--- config.mk ---
export PLATFORM = sky130hd
export DESIGN_NAME = logic_op_arbiter
export DESIGN_NICKNAME = d
export VERILOG_FILES = /design/src/rtl/logic_arb_pkg.sv /design/src/rtl/logic_op_unit.sv /design/src/rtl/logic_op_arbiter.sv
export SDC_FILE = /design/constraint.sdc
export NUM_CORES = 1
export LEC_CHECK = 0
export ABC_AREA = 1
export CAP_MARGIN = 15
export CORE_MARGIN = 3
export CORE_UTILIZATION = 45
export CTS_BUF_LIST = sky130_fd_sc_hd__clkbuf_8
export CTS_CLUSTER_SIZE = 8
export DETAILED_ROUTE_END_ITERATION = 16
export HOLD_SLACK_MARGIN = 0.06
export PLACE_DENSITY = 0.86
export SYNTH_ARGS = -nofsm -noshare
export SYNTH_HDL_FRONTEND = slang
export SYNTH_SLANG_ARGS = --single-unit
--- constraint.sdc ---
create_clock -name clk -period 3 [get_ports clk]
set_clock_uncertainty 0.15 [all_clocks]
set_input_delay 0.6 -clock clk [delete_from_list [all_inputs] [get_ports clk]]
set_output_delay 0.6 -clock clk [all_outputs]
set_load 0.03 [all_outputs]
--- src/rtl/logic_arb_pkg.sv ---
// Shared op-code constants and arbiter FSM state encoding for logic_op_arbiter.
package logic_arb_pkg;

  localparam logic [1:0] OP_AND = 2'd0;
  localparam logic [1:0] OP_OR  = 2'd1;
  localparam logic [1:0] OP_NOT = 2'd2;
  localparam logic [1:0] OP_XOR = 2'd3;

  typedef enum logic [1:0] {
    IDLE = 2'd0,
    EXEC = 2'd1,
    RESP = 2'd2
  } state_t;

endpackage

--- src/rtl/logic_op_unit.sv ---
// Combinational bitwise AND/OR/NOT unit; op 3 is XOR when LOGIC_ARB_XOR_EN is defined,
// otherwise op 3 yields zero with err set. No state, no handshake.
module logic_op_unit
  import logic_arb_pkg::*;
#(
  parameter int W = 8
) (
  input  logic [1:0]   op,
  input  logic [W-1:0] a,
  input  logic [W-1:0] b,
  output logic [W-1:0] y,
  output logic         err
);

  logic [W-1:0] w_and;
  logic [W-1:0] w_or;
  logic [W-1:0] w_not;
`ifdef LOGIC_ARB_XOR_EN
  logic [W-1:0] w_xor;
`endif

  for (genvar gi = 0; gi < W; gi++) begin : g_bit
    and u_and (w_and[gi], a[gi], b[gi]);
    or  u_or  (w_or[gi],  a[gi], b[gi]);
    not u_not (w_not[gi], a[gi]);
`ifdef LOGIC_ARB_XOR_EN
    xor u_xor (w_xor[gi], a[gi], b[gi]);
`endif
  end

  always_comb begin
    y   = '0;
    err = 1'b0;
    case (op)
      OP_AND: y = w_and;
      OP_OR:  y = w_or;
      OP_NOT: y = w_not;
      default: begin
`ifdef LOGIC_ARB_XOR_EN
        y   = w_xor;
`else
        err = 1'b1;
`endif
      end
    endcase
  end

endmodule

--- src/rtl/logic_op_arbiter.sv ---
// Round-robin arbiter sharing one logic_op_unit among NREQ requesters (LOGIC_ARB_XOR_EN enables op 3 XOR).
// Handshake in cycle N -> rsp_valid in N+2; requests are refused (req_ready=0) until the response is taken.
module logic_op_arbiter
  import logic_arb_pkg::*;
#(
  parameter  int NREQ = 4,
  parameter  int W    = 8,
  localparam int IDW  = $clog2(NREQ)
) (
  input  logic              clk,
  input  logic              rst_n,
  input  logic [NREQ-1:0]   req_valid,
  output logic [NREQ-1:0]   req_ready,
  input  logic [2*NREQ-1:0] req_op,
  input  logic [W*NREQ-1:0] req_a,
  input  logic [W*NREQ-1:0] req_b,
  output logic              rsp_valid,
  input  logic              rsp_ready,
  output logic [IDW-1:0]    rsp_id,
  output logic [W-1:0]      rsp_data,
  output logic              rsp_err
);

  localparam int SW = IDW + 1;

  state_t         r_state;
  state_t         w_next_state;
  logic [IDW-1:0] r_ptr;
  logic [IDW-1:0] r_id;
  logic [1:0]     r_op;
  logic [W-1:0]   r_a;
  logic [W-1:0]   r_b;
  logic [W-1:0]   r_data;
  logic           r_err;

  logic [1:0]     w_op_arr [NREQ];
  logic [W-1:0]   w_a_arr  [NREQ];
  logic [W-1:0]   w_b_arr  [NREQ];
  logic           w_any;
  logic           w_grant;
  logic [IDW-1:0] w_winner;
  logic [IDW-1:0] w_ptr_nxt;
  logic [SW-1:0]  w_sum;
  logic [W-1:0]   w_y;
  logic           w_err;

  for (genvar gi = 0; gi < NREQ; gi++) begin : g_unpack
    assign w_op_arr[gi] = req_op[2*gi +: 2];
    assign w_a_arr[gi]  = req_a[W*gi +: W];
    assign w_b_arr[gi]  = req_b[W*gi +: W];
  end

  // Scan downwards so the lowest rotated offset from r_ptr wins.
  always_comb begin
    w_any    = 1'b0;
    w_winner = '0;
    w_sum    = '0;
    for (int k = NREQ - 1; k >= 0; k--) begin
      w_sum = {1'b0, r_ptr} + SW'(k);
      if (w_sum >= SW'(NREQ)) w_sum = w_sum - SW'(NREQ);
      if (req_valid[w_sum[IDW-1:0]]) begin
        w_any    = 1'b1;
        w_winner = w_sum[IDW-1:0];
      end
    end
  end

  // Gated by rst_n so no requester sees a grant while reset is held.
  assign w_grant   = rst_n && (r_state == IDLE) && w_any;
  assign w_ptr_nxt = (w_winner == IDW'(NREQ - 1)) ? '0 : w_winner + 1'b1;
  assign req_ready = w_grant ? (NREQ'(1) << w_winner) : '0;

  always_comb begin
    w_next_state = r_state;
    case (r_state)
      IDLE:    if (w_grant) w_next_state = EXEC;
      EXEC:    w_next_state = RESP;
      RESP:    if (rsp_ready) w_next_state = IDLE;
      default: w_next_state = IDLE;
    endcase
  end

  logic_op_unit #(.W(W)) u_unit (
    .op  (r_op),
    .a   (r_a),
    .b   (r_b),
    .y   (w_y),
    .err (w_err)
  );

  always_ff @(posedge clk or negedge rst_n) begin
    if (!rst_n) begin
      r_state <= IDLE;
      r_ptr   <= '0;
      r_id    <= '0;
      r_op    <= '0;
      r_a     <= '0;
      r_b     <= '0;
      r_data  <= '0;
      r_err   <= 1'b0;
    end else begin
      r_state <= w_next_state;
      if (w_grant) begin
        r_ptr <= w_ptr_nxt;
        r_id  <= w_winner;
        r_op  <= w_op_arr[w_winner];
        r_a   <= w_a_arr[w_winner];
        r_b   <= w_b_arr[w_winner];
      end
      if (r_state == EXEC) begin
        r_data <= w_y;
        r_err  <= w_err;
      end
    end
  end

  assign rsp_valid = (r_state == RESP);
  assign rsp_id    = r_id;
  assign rsp_data  = r_data;
  assign rsp_err   = r_err;

endmodule
==> reports/results.ini <==
[synthesis]
syn_area_per_cell_um2=5.88
ys_async_sr_fraction_pct=100
ys_seq_elements=33
netlist.area_leader.share_pct=32.0
synth_cells=439
ys_top_cells_by_count=nand2_1, inv_1, nand3_1, dfrtp_1, o21ai_0
synthTopCellsByArea=dfrtp_1, nand2_1, nand3_1, inv_1, o21ai_0
synth_edf_count=0
netlist_area_um2=2580
yosys_warnings=0
synth_cell_type_count=19
yosysMostFrequentCell=nand2_1
syn-num-nets=519
yosysTopAreaCell=dfrtp_1
yosys_most_used_dff=dfrtp_1
ys_seq_area_share_pct=32.0

[detailed_routing]
drtIter0Drc=222
postRouteAntennaNets=0
first_pass_iters=5
post-route-drc-count=0
vias=2993
wirelength_mm=7.29
wire_per_inst_um=12.2
vias_per_cell=5.01

[die]
start_util_pct=48.4
coreArea_um2=5340
dieArea_um2=6680
std_cell_rows=26
die_x_um=81.7
ios=95
die_y_um=81.7

[pwr]
max-vdd-ir-drop_mv=0.680
p_clk_share_pct=10.1
p_total_mw=4.17
p_leak_nw=2.10
sw_frac_of_total_pct=52.8
pwr-share-comb_pct=69.5
p_per_area_nw_per_um2=1120
p_switching_mw=2.20
internal-power_mw=1.97
pwr-share-seq_pct=20.5

[layout]
regArea_um2=827
nFillCells=470
layout-drive-gt1-share_pct=7.59
layoutNonFillerInstCount=597
final_util_pct=69.8
area_growth_pct=44.2
n_antenna_cell=0
finalNetCount=606
multi_input_area_um2=1350

[clocking]
clkTransAtPathRegs_ns=0.06
clockRootBuffer=clkbuf_8
htreeDepth=2
clk_latency_ns=0.28
cts_buffers=5
cts_buffer_depth=2
hold_buffers=0
cts_tree=done
cts_num_sinks=33

[placed_design]
gp_congestion=0.913
dp_hpwl_mm=5.50
dp_slack_ns=-0.0298
portBuffers=94
placed_cells=588

[global_route]
grt_pass1_vias=2666
met1_usage_pct=29.4
grt_use_met3_pct=4.71
antenna_found_initial=0
grt_pass1_wl_mm=11.9
grt_max_degree=37
grtUsageTotal_pct=22.6
busiest_layer=met2
overflow=0
met2_usage_pct=38.0

[critical_path]
crit_path_frequent_cell=nand2_2
startpoint_type=register
critPathKind=register to output port
worstPathCellList=inv_2, nand2_1, nand2_2, nand2_2, nand2_1, inv_1, nand3_1, nand3_1, nand2_2, ha_1, inv_1, nor2_1, buf_4
slowest_stage=dfrtp_2
slowest_delay_ns=0.52
crit_required_ns=2.25
end_kind=output port
crit_arrival_ns=2.08
cp_max_fo=13

[sta]
worst_slack_ns=0.171
drv_slew=0
worst_pin_slew_ns=0.631
rsz0062_at_grt=no
fin_crit_sh_pct=94.3
slew_headroom_pct=57.8
layout_min_cycle_time_ns=2.83
max_freq_mhz=353
worst_hold_slack_ns=0.341
setup_viol=0
hold_viol=0

[outcome]
status=complete, no violations

[job]
cap_violations=0

[hold_path]
hold_class=register to register

## layout make-up
cell class                 count  share of cell area (%)
inverter                      88                    8.87
clock inverter                 2                   0.908
timing repair buffer         104                    27.3
tap                           70                    2.35
clock buffer                   6                    2.22
sequential                    33                    22.2
multi-input combinational    294                    36.1
## cell families (layout without fill, tap and decap cells)
kind of cell	count (synthesis)	after routing	share of synthesized area, %
buffers and inverters	112	200	17.4
DFF	33	33	32.0
AOI/OAI and AO/OA	40	40	8.68
adders and majority gates	1	1	0.485
and+or+nand+nor	253	253	41.4
## flip-flops by register name, indices dropped and copies added, names as in the netlist
register and cells:
r_ptr 2, r_a 8, rsp_err 1, rsp_data 8
rsp_id 2, r_b 8, r_state 2, r_op 2
## layer usage
metal	vias up	share of wire [%]
li1	1514	-
met1	1333	42
met2	138	49
met3	8	8.5
met4	0	1.2
met5	-	0
## power by group through the flow
stage          Sequential [mW]  Combinational [mW]  Clock (mW)
2_1_floorplan            0.895                1.98           0
5_1_grt                  0.881                3.26       0.447
3_3_place_gp             0.836                2.72           0
3_5_place_dp             0.842                2.78           0
6_report                 0.854                2.90       0.421
4_1_cts                  0.843                2.82       0.427
## worst max-delay path: cells and delay by family (launching register included)
family / cells / cell delay (ns)
fa+ha+maj: 1 / 0.15
buf+inv: 4 / 0.40
simple gates: 8 / 0.72
flops: 1 / 0.52
## repair_timing
item | CTS | global route
gates resized for setup | 3 | 15
pin swaps | 0 | 6
buffers inserted | 0 | 1
endpoints found under the setup margin | 1 | 4
## layout by cell type, fill, tap and decap left out
cell type,n
a21oi_1,8
a31oi_4,1
buf_4,14
bufinv_16,1
clkbuf_8,6
clkdlybuf4s50_1,86
dfrtp_1,32
dfrtp_2,1
dlymetal6s2s_1,4
ha_1,1
inv_1,84
inv_2,5
nand2_1,148
nand2_2,6
nand2_4,1
nand3_1,79
nand3_2,2
nor2_1,16
nor2_2,1
o211ai_1,8
o21ai_0,20
o21ai_2,2
o21bai_1,1
## worst paths after layout
| check | endpoint | slack [ns] | depth (start not counted) | startpoint |
|---|---|---|---|---|
| worst max-delay path | req_ready[3] | 0.17 | 13 | r_ptr[0]$_DFFE_PN0P_ |
| min in group asynchronous | rsp_id[0]$_DFFE_PN0P_ | 0.61 | 2 | rst_n |
| worst max register to register | r_b[2]$_DFFE_PN0P_ | 0.68 | 14 | r_ptr[0]$_DFFE_PN0P_ |
| worst min-delay path | rsp_id[0]$_DFFE_PN0P_ | 0.34 | 2 | rsp_id[0]$_DFFE_PN0P_ |
| worst min register to register | rsp_id[0]$_DFFE_PN0P_ | 0.34 | 2 | rsp_id[0]$_DFFE_PN0P_ |
| max in group asynchronous | r_ptr[0]$_DFFE_PN0P_ | 1.79 | 2 | rst_n |
## through the flow
step | instance area (um^2) | TNS (ns)
floorplan | 2580 | 0
global placement | 3550 | 0
detailed placement | 3550 | -0.0298
CTS | 3680 | 0
global route | 3720 | 0
finish | 3720 | 0
(Power assumes the default switching activity.)
